[src/rtl/baslangic_getirici.sv]
// Boot-ROM instruction fetch front end: PC, one-cycle ROM latency absorption, output FIFO, redirect/flush.
// Optional transfer counter port sayac_c is enabled by defining BASLANGIC_GETIRICI_SAYAC_EN.
module baslangic_getirici #(
  parameter logic [31:0] BASLANGIC_ADRES = 32'h0000_0000,
  parameter int          ROM_KELIME      = 41,
  parameter int          FIFO_DERINLIK   = 2
) (
  input  logic        clk_g,
  input  logic        rst_g,
  output logic [31:0] bellek_adres_c,
  output logic        bellek_ena_c,
  input  logic [31:0] bellek_buyruk_g,
  input  logic        dallan_g,
  input  logic [31:0] dallan_adres_g,
  output logic [31:0] buyruk_c,
  output logic [31:0] buyruk_adres_c,
  output logic        gecerli_c,
  input  logic        hazir_g,
  output logic        sinir_hata_c,
  output logic        hiza_hata_c
`ifdef BASLANGIC_GETIRICI_SAYAC_EN
  ,
  output logic [31:0] sayac_c
`endif
);

  localparam int          PW      = (FIFO_DERINLIK > 1) ? $clog2(FIFO_DERINLIK) : 1;
  localparam int          CW      = $clog2(FIFO_DERINLIK + 1);
  localparam logic [29:0] ROM_SON = 30'(ROM_KELIME);

  logic [31:0]   pc;
  logic          vld_p1;
  logic [31:0]   adres_p1;
  logic [31:0]   veri_mem  [FIFO_DERINLIK];
  logic [31:0]   adres_mem [FIFO_DERINLIK];
  logic [PW-1:0] rd_ptr;
  logic [PW-1:0] wr_ptr;
  logic [CW-1:0] count;

  logic pop;
  logic room;
  logic in_range;
  logic try_issue;
  logic issue;
  int   occ_sonra;

  function automatic logic [PW-1:0] ptr_ilerle(input logic [PW-1:0] p);
    return (p == PW'(FIFO_DERINLIK - 1)) ? '0 : p + PW'(1);
  endfunction

  always_comb begin
    pop       = gecerli_c && hazir_g;
    // Slots needed after this edge: surviving words, the word landing now, and the new request.
    occ_sonra = int'(count) - int'(pop) + int'(vld_p1) + 1;
    room      = (occ_sonra <= FIFO_DERINLIK);
    in_range  = (pc[31:2] < ROM_SON);
    try_issue = rst_g && !dallan_g && !sinir_hata_c && room;
    issue     = try_issue && in_range;
  end

  assign bellek_adres_c = pc;
  assign bellek_ena_c   = issue;
  assign gecerli_c      = (count != '0);
  assign buyruk_c       = gecerli_c ? veri_mem[rd_ptr]  : '0;
  assign buyruk_adres_c = gecerli_c ? adres_mem[rd_ptr] : '0;

  // Stage p0 -> p1: request issue, PC advance, FIFO bookkeeping
  always_ff @(posedge clk_g) begin
    if (!rst_g) begin
      pc           <= BASLANGIC_ADRES;
      vld_p1       <= 1'b0;
      rd_ptr       <= '0;
      wr_ptr       <= '0;
      count        <= '0;
      sinir_hata_c <= 1'b0;
      hiza_hata_c  <= 1'b0;
    end else if (dallan_g) begin
      // Flushing the pointers also discards the response landing on this edge.
      pc     <= {dallan_adres_g[31:2], 2'b00};
      vld_p1 <= 1'b0;
      rd_ptr <= '0;
      wr_ptr <= '0;
      count  <= '0;
      if (dallan_adres_g[1:0] != 2'b00) hiza_hata_c <= 1'b1;
      if (dallan_adres_g[31:2] < ROM_SON) sinir_hata_c <= 1'b0;
    end else begin
      vld_p1 <= issue;
      if (issue) pc <= pc + 32'd4;
      if (try_issue && !in_range) sinir_hata_c <= 1'b1;
      if (vld_p1) wr_ptr <= ptr_ilerle(wr_ptr);
      if (pop) rd_ptr <= ptr_ilerle(rd_ptr);
      case ({vld_p1, pop})
        2'b10:   count <= count + CW'(1);
        2'b01:   count <= count - CW'(1);
        default: ;
      endcase
    end
  end

  // Stage p1 -> FIFO: capture ROM word with the address it was fetched from
  always_ff @(posedge clk_g) begin
    if (issue) adres_p1 <= pc;
    if (vld_p1) begin
      veri_mem[wr_ptr]  <= bellek_buyruk_g;
      adres_mem[wr_ptr] <= adres_p1;
    end
  end

`ifdef BASLANGIC_GETIRICI_SAYAC_EN
  always_ff @(posedge clk_g) begin
    if (!rst_g) sayac_c <= '0;
    else if (pop && (sayac_c != 32'hFFFF_FFFF)) sayac_c <= sayac_c + 32'd1;
  end
`endif

endmodule
[config.mk]
export PLATFORM = sky130hd
export DESIGN_NAME = baslangic_getirici
export DESIGN_NICKNAME = d
export VERILOG_FILES = /design/src/rtl/baslangic_getirici.sv
export SDC_FILE = /design/constraint.sdc
export NUM_CORES = 1
export LEC_CHECK = 0
export CORE_ASPECT_RATIO = 1.75
export CORE_MARGIN = 1.5
export CORE_UTILIZATION = 35
export DETAILED_ROUTE_END_ITERATION = 8
export PLACE_DENSITY_LB_ADDON = 0.12
export SYNTH_ARGS = -nofsm -noshare
export SYNTH_HDL_FRONTEND = slang
export SYNTH_SLANG_ARGS = --single-unit
[constraint.sdc]
create_clock -name clk_g -period 14.7 [get_ports clk_g]
set_input_delay 1.47 -clock clk_g [delete_from_list [all_inputs] [get_ports clk_g]]
set_output_delay 1.47 -clock clk_g [all_outputs]
set_load 0.02 [all_outputs]
; ---- Word level (Yosys, flattened, before mapping)
; Memory sizes are Yosys's and may differ from the RTL's. A register that Yosys moved wholly into a read port is not among the register bits.
; Cells that the tools add are included.
[word_totals]
reg_bits = 71
latch_bits = 0
mem_bits_rw = 128
romBits = 0
input_bits = 68
out_inout_bits = 100
word_cells = 59
memories = 2
[classes]
addsub = 8
mul = 0
n_div = 0
magnitude_cmp = 3
eq_ne = 3
n_shift = 0
n_mux = 16
bitwise_logic = 1
n_reduce_logical = 17
[memory_table]
columns = memory, depth, word_bits, rd, rd_ports_with_merged_regs, wr, line_no
row1 = adres_mem, 2, 32, 1, 1, 1, 35  ; logic [31:0] adres_mem [FIFO_DERINLIK];
row2 = veri_mem, 2, 32, 1, 1, 1, 34  ; logic [31:0] veri_mem [FIFO_DERINLIK];
[op_table]
columns = operator, n
row1 = two-way mux 32 bit, 4
row2 = "< comparator 30 x 6 -> 1 bit, second input constant", 2
row3 = "adder 32 x 3 -> 32 bit, second input constant", 1
row4 = two-way mux 1 bit, 11
row5 = nonzero test 2 bit, 5
row6 = logical AND 1 bit, 6
row7 = "adder 4 x 2 -> 5 bit, second input constant", 1
row8 = "less-or-equal comparator 5 x 3 -> 1 bit, second input constant", 1
row9 = adder 3 x 2 -> 4 bit, 1
row10 = one-hot mux 2 bit (2 select lines), 1
row11 = AND reduction 2 bit, 2
row12 = logical NOT 1 bit, 3
row13 = subtractor 2 x 1 -> 3 bit, 1
row14 = "adder 1 bit, second input constant", 2
row15 = "adder 2 x 1 -> 2 bit, second input constant", 1
row16 = "equality test 2 x 1 -> 1 bit, second input constant", 1
row17 = "equality test 2 bit, second input constant", 1
row18 = "inequality test 2 x 1 -> 1 bit, second input constant", 1
row19 = OR reduction 2 bit, 1
row20 = "subtractor 2 x 1 -> 2 bit, second input constant", 1
row21 = NOT 1 bit, 1

; ---- Logic depth before layout (Yosys ltp)
; Gate-level depths: netlist (run 1).
[depth]
ltp_word = 10
depth_mapped = 12
ltp_nobuf = 11

; ---- Worst setup path before layout (run 1)
; OpenSTA, ideal clock, no wires.
[synth_path]
path_type = in2out
start = in hazir_g
end = out bellek_ena_c
arrival_time_ns = 5.570
required_time_ns = 13.230
slack_ns = 7.660
stages = 8
path_buffers = 0
cell_sequence = and3b_1 -> nor2_1 -> ha_1 -> inv_1 -> fa_1 -> nand4bb_1 -> a211o_1 -> nor3_1
[synth_between]
elab_chain_len = 7
[synth_rtl]
columns = item, line_no
row1 = from (decl), 18  ; input logic hazir_g,
row2 = logical AND 1 bit, 52  ; pop = gecerli_c && hazir_g;
row3 = subtractor 2 x 1 -> 3 bit, 54  ; occ_sonra = int'(count) - int'(pop) + int'(vld_p1) + 1;
row4 = adder 3 x 2 -> 4 bit, 54
row5 = adder 4 x 2 -> 5 bit, 54
row6 = less-or-equal comparator 5 x 3 -> 1 bit, 55  ; room = (occ_sonra <= FIFO_DERINLIK);
row7 = logical AND 1 bit, 57  ; try_issue = rst_g && !dallan_g && !sinir_hata_c && room;
row8 = logical AND 1 bit, 58  ; issue = try_issue && in_range;
row9 = to (decl), 11  ; output logic bellek_ena_c,
; No other way between the ends.

; ---- Worst setup path after layout (run 1)
; Same ends and word-level chain as after synthesis.

==> results.tsv, run 1 <==
metric	value	unit
status	complete, but fails checks	
failing checks	design-rule violations	
worst-margin pin slew	1.134	ns
buffer count from post-CTS setup fixing	0	
flops & latches, synth	192	
Yosys top cell area share	0.6318	
Slew HR	0.2442	
Final WS setup	8.536	ns
vias in the first global route	4795	
CTS buffer count	17	
Pre-Repair DR Iteration Count	8	
Fin. Hold Viols	0	
Req. time, crit path	13.23	ns
sequential area share after synthesis	0.7357	
Clock Path Buffers	2	
Core ar.	0.02037	sq mm
Vias/cell	4.878	
Setup WS pre-CTS	8.546	ns
Max IR drop VDD	0.00007433	V
Max Cap Viol	0	
hold buffers post-CTS	0	
ys flop type	edfxtp_1	
setup TNS	0	ns
crit-path max FO	6	
first-pass GRT wire length	25610	um
antenna cells	0	
final net count	724	
Finished Layout Cells	910	
final WL	16420	um
clk sinks	192	
Reg power frac	0.536	
Die Y	194.3	um
clk_skew	0.01303	ns
busiest layer in global routing	met2	
PD cells	113.4	mW/mm^2
HP Class	reg2reg	
share of layout cells above drive strength 1	0.06495	
Starting Density	0.3592	
grt total ovfl	0	
startpoint types	input port	
Skew-Pair Late Insertion Delay	0.42	ns
clock slew at reported path FFs	0.07	ns
post-synthesis cell count	481	
wire length per cell	18.04	um
Port Buffers	163	
DP HPWL	11150	um
Clock Power Share	0.408	
CP Capture Type	output pin	
number of remaining DRC errors	11	
Post-synth ARST share	0	
die area	0.02182	sq mm
Root Driver	clkbuf_16	
# rows	69	
die outline width	112.3	um
Avg Cell Area, Syn	15.22	sq um
RSZ-0062 raised after global routing	no	
Leak	3.192	nW
CTS tree	yes	
Mapped Area	0.007320	sq mm
Logic pwr share	0.056	
GP Congestion	0.8456	
drt first-iter violations	169	
met2 Use GR	0.2858	
GR Util met3	0.03368	
H-tree depth	4	
commonest non-fill, non-tap cell in the layout	clkdlybuf4s50_1	
minimum clock period	6.164	ns
Post-Place Cells	878	
Synth area leaders	edfxtp_1, dfxtp_1, mux2i_1, nor2_1, a22o_1	
Core Util, Final	0.4821	
initial antenna violation count	0	
commonest cells after routing, fill and taps aside	clkdlybuf4s50_1, edfxtp_1, nor2_1	
GRT Total Usage	0.1530	
Achievable Freq	162.2	MHz
fin crit share	0.4193	
routed via count	4439	
Gates resized, CTS repair	0	
num ports	168	
Crit Path Class	in2out	
Psw	0.2328	mW
post-route ant nets	0	
post-synth top area cell	edfxtp_1	
Int Pwr	0.8808	mW
Post-synth EDFFs	154	
Yosys cell types	46	
largest net degree at the start of global routing	64	
switch share	0.2090	
Final Setup Violations	0	
area added between synthesis and finish	34.19	%
routing usage on met1	0.1642	
max-slew violations	0	
Ys Warns	0	
WP data arrival	4.69	ns
synthesized netlist by cell type, types with 2 or more instances:
| cell type | n |
|---|---|
| nor2b_1 | 3 |
| mux2i_1 | 69 |
| nand2_1 | 10 |
| a31oi_1 | 4 |
| clkbuf_1 | 16 |
| xnor2_1 | 3 |
| edfxtp_1 | 154 |
| nor3_1 | 5 |
| dfxtp_1 | 38 |
| inv_1 | 13 |
| nand4_1 | 6 |
| o21ai_0 | 6 |
| nor4_1 | 10 |
| o311ai_0 | 2 |
| nor2_1 | 79 |
| buf_6 | 2 |
| a21oi_1 | 4 |
| nand3_1 | 4 |
| buf_4 | 4 |
| a22o_1 | 17 |
| ha_1 | 6 |
| xor2_1 | 2 |
registers in the layout, indices dropped and copies added (netlist names), named ones only:
signal,cells
veri_mem,64
adres_mem,60
adres_p1,30
bellek_adres_c,30
count,2
hiza_hata_c,1
rd_ptr,1
sinir_hata_c,1
vld_p1,1
wr_ptr,1
stage by stage:
stage	power (mW)	hold WS, ns	instance area [sq um]
2_1_floorplan	0.6327	0.4215	7331
3_3_place_gp	0.6709	0.4224	9226
3_5_place_dp	0.6717	0.4306	9226
4_1_cts	1.130	0.4520	9822
5_1_grt	1.155	0.4640	9822
6_report	1.114	0.4492	9822
logic make-up after synthesis:
kind of cell             Yosys count  synth area share
multiplexers                      69           0.09436
XOR/XNOR                           5          0.005984
AO/OA/AOI/OAI                     45           0.04957
AND/OR/NAND/NOR                  126           0.07829
other                              1         0.0005123
adder cells (fa/ha/maj)            7           0.01299
flip-flops                       192            0.7357
buffers and inverters             36           0.02256
path summary, 6_finish.rpt:
| kind | startpoint | end | slack (ns) | depth (start not counted) |
|---|---|---|---|---|
| hold / removal | adres_p1[28]$_DFFE_PP_ | adres_mem[1][28]$_DFFE_PP_ | 0.45 | 0 |
| setup / recovery | hazir_g | bellek_ena_c | 8.54 | 10 |
| hold reg to reg | adres_p1[28]$_DFFE_PP_ | adres_mem[1][28]$_DFFE_PP_ | 0.45 | 0 |
| setup reg to reg | count[1]$_SDFFE_PP0P_ | adres_p1[31]$_DFFE_PP_ | 11.37 | 9 |
metal layers:
layer,wire length [um],part of all wire
met1,6367,0.39
met4,422,0.026
met3,665,0.041
met5,0,0
met2,8962,0.55
critical path: stages:
cell and delay, ns:
clkdlybuf4s50_1 0.46, and3b_1 0.22, nor2_1 0.16, ha_1 0.19
inv_1 0.07, fa_1 0.43, nand4bb_1 0.25, a211o_1 0.42
nor3_2 0.34, clkdlybuf4s50_1 0.68
power by group through the flow:
| stage | clock (mW) | combinational [mW] | sequential, mW |
|---|---|---|---|
| 2_1_floorplan | 0 | 0.0194 | 0.613 |
| 3_3_place_gp | 0 | 0.0616 | 0.609 |
| 3_5_place_dp | 0 | 0.0623 | 0.609 |
| 4_1_cts | 0.470 | 0.0628 | 0.597 |
| 5_1_grt | 0.490 | 0.0666 | 0.598 |
| 6_report | 0.454 | 0.0620 | 0.597 |
cell type report:
type | instances | area, sq um
inverter | 13 | 48.80
clock inverter | 9 | 62.56
clock buffer | 23 | 533.0
multi-input combinational | 256 | 1802
fill | 1829 | 10550
tap | 248 | 310.3
sequential | 192 | 5389
timing repair buffer | 169 | 1677
(Power assumes the default switching activity.)
==> inputs of run 2 (changes only) <==
==> constraint.sdc (replaced) <==
create_clock -name clk_g -period 6.1 [get_ports clk_g]
set_input_delay 0.61 -clock clk_g [delete_from_list [all_inputs] [get_ports clk_g]]
set_output_delay 0.61 -clock clk_g [all_outputs]
set_load 0.02 [all_outputs]
==> run 2 against run 1 <==
The flow still finishes with violations (design-rule violations). Count of clock-buffer cells in the layout fell by 1. Hold slack better by 0.0036 ns. Utilization fell by 0.26 points. Combinational power rose by 140%. Die area stayed put. Critical path depth is the same. Sequential cell count stayed put. Total power up 140%. Sequential power up 140%.
==> results.tsv, run 2 (synthesis gave the netlist of run 1 again) <==
metric	value	unit	change
antenna cells	0		unchanged
Gates resized, CTS repair	0		unchanged
Die Y	194.3	um	unchanged
Core Util, Final	0.4795		-0.002579
buffer count from post-CTS setup fixing	0		unchanged
area added between synthesis and finish	33.47	%	
die area	0.02182	sq mm	unchanged
failing checks	design-rule violations		
clock slew at reported path FFs	0.06	ns	about the same
routed via count	4402		-0.83%
Crit Path Class	in2out		
first-pass GRT wire length	25160	um	-1.7%
Pre-Repair DR Iteration Count	7		-1
Core ar.	0.02037	sq mm	unchanged
die outline width	112.3	um	unchanged
Final Setup Violations	0		unchanged
drt first-iter violations	233		+38%
GP Congestion	0.8506		+0.59%
initial antenna violation count	0		unchanged
# rows	69		unchanged
Port Buffers	163		unchanged
number of remaining DRC errors	13		+2
Largest regs	veri_mem: 64 flops, adres_mem: 60 flops		
max-slew violations	0		unchanged
grt total ovfl	0		unchanged
final WL	16310	um	-0.66%
Worst path most repeated cell	clkdlybuf4s50_1		
Root Driver	clkbuf_16		
fin area	0.009769	sq mm	-0.54%
Crit path max-delay family	buffers and inverters		
CP peak stage delay	0.67	ns	about the same
hold buffers post-CTS	0		unchanged
commonest cells after routing, fill and taps aside	clkdlybuf4s50_1, edfxtp_1, nor2_1		
startpoint types	input port		
RSZ-0062 raised after global routing	no		
Clock Path Buffers	2		unchanged
Worst path slowest cell	clkdlybuf4s50_1		
Fin. Hold Viols	0		unchanged
Vias/cell	4.843		-0.72%
Setup WS pre-CTS	1.668	ns	-6.878 ns
Final WS setup	1.681	ns	-6.855 ns
DP HPWL	11170	um	+0.20%
vias in the first global route	4731		-1.3%
CP bufs+invs	3		unchanged
Achievable Freq	226.3	MHz	
max reg flops	64		unchanged
post-route ant nets	0		unchanged
setup TNS	0	ns	unchanged
num ports	168		unchanged
clk_skew	0.01511	ns	+0.002080 ns
CTS tree	yes		
largest register by flop count	veri_mem		
crit-path max FO	6		unchanged
commonest non-fill, non-tap cell in the layout	clkdlybuf4s50_1		
GRT Total Usage	0.1516		-0.001426
minimum clock period	4.419	ns	
status	complete, but fails checks		
CP Capture Type	output pin		
PD cells	269.2	mW/mm^2	+140%
Skew-Pair Late Insertion Delay	0.42	ns	about the same
Placed Instance Area	0.009219	sq mm	about the same
fin crit share	0.7244		
Starting Density	0.3592		unchanged
final net count	723		-0.14%
worst-path cell chain	clkdlybuf4s50_1, and3b_1, nor2_1, ha_1, inv_1, fa_1, nand4bb_1, a211o_1, nor3_2, clkdlybuf4s50_1		
Max IR drop VDD	0.0001825	V	+150%
Req. time, crit path	5.49	ns	-7.74 ns
Fin Hold WS	0.4528	ns	+0.003577 ns
largest net degree at the start of global routing	63		-1.6%
share of layout cells above drive strength 1	0.06505		+0.00009827
H-tree depth	4		unchanged
CTS buffer count	17		unchanged
HP Class	reg2reg		
Slew HR	0.2595		+0.01534
Fill cells	1832		+0.16%
Max Cap Viol	0		unchanged
clk sinks	192		unchanged
Leak	3.171	nW	-0.66%
WP data arrival	3.81	ns	-0.88 ns
worst-margin pin slew	1.111	ns	-0.02302 ns
wire length per cell	17.94	um	-0.55%
[run 2: cell count changes in the layout (fill, tap and decap cells not counted)]
cell,before,now
inv_4,0,5
clkbuf_16,21,18
clkinv_2,3,1
buf_4,6,5
clkbuf_4,0,1
clkbuf_8,0,1
clkinv_1,1,0
clkinv_4,2,1
[run 2: final cells by class]
| type | count | area, sq um | area share |
|---|---|---|---|
| Timing Repair Buffer | 168 | 1669 | 0.1709 |
| Clock buffer | 22 | 479.2 | 0.04905 |
| Multi-Input combinational cell | 256 | 1802 | 0.1844 |
| Tap cell | 248 | 310.3 | 0.03176 |
| Sequential cell | 192 | 5389 | 0.5516 |
| Clock inverter | 10 | 71.32 | 0.007300 |
| Inverter | 13 | 48.80 | 0.004995 |
[run 2: stage by stage]
| stage | cells | total power [mW] |
|---|---|---|
| finish | 909 | 2.630 |
| global route | 909 | 2.729 |
| CTS | 909 | 2.668 |
| detailed placement | 877 | 1.619 |
| global placement | 877 | 1.616 |
| floorplan | 484 | 1.525 |
[run 2: final timing paths]
| path | start | end | slack (ns) | cells after the start |
|---|---|---|---|---|
| max | hazir_g | bellek_ena_c | 1.68 | 10 |
| min | adres_p1[23]$_DFFE_PP_ | adres_mem[1][23]$_DFFE_PP_ | 0.45 | 0 |
| min reg2reg | adres_p1[23]$_DFFE_PP_ | adres_mem[1][23]$_DFFE_PP_ | 0.45 | 0 |
| max reg2reg | count[1]$_SDFFE_PP0P_ | adres_p1[23]$_DFFE_PP_ | 2.79 | 9 |
[run 2: report_power, final]
part / internal [mW] / switching [mW] / leakage (nW) / total (mW)
clock network: 0.567 / 0.474 / 0.280 / 1.04
registers: 1.42 / 0.0189 / 1.69 / 1.44
logic: 0.0790 / 0.0704 / 1.20 / 0.149
[run 2: metal layers]
| layer | routed length, um | part of all wire | global-route usage |
|---|---|---|---|
| met1 | 6254 | 0.38 | 0.1600 |
| met2 | 9065 | 0.56 | 0.2897 |
| met3 | 691 | 0.042 | 0.03461 |
| met4 | 299 | 0.018 | 0.05438 |
| met5 | 0 | 0 | 0 |
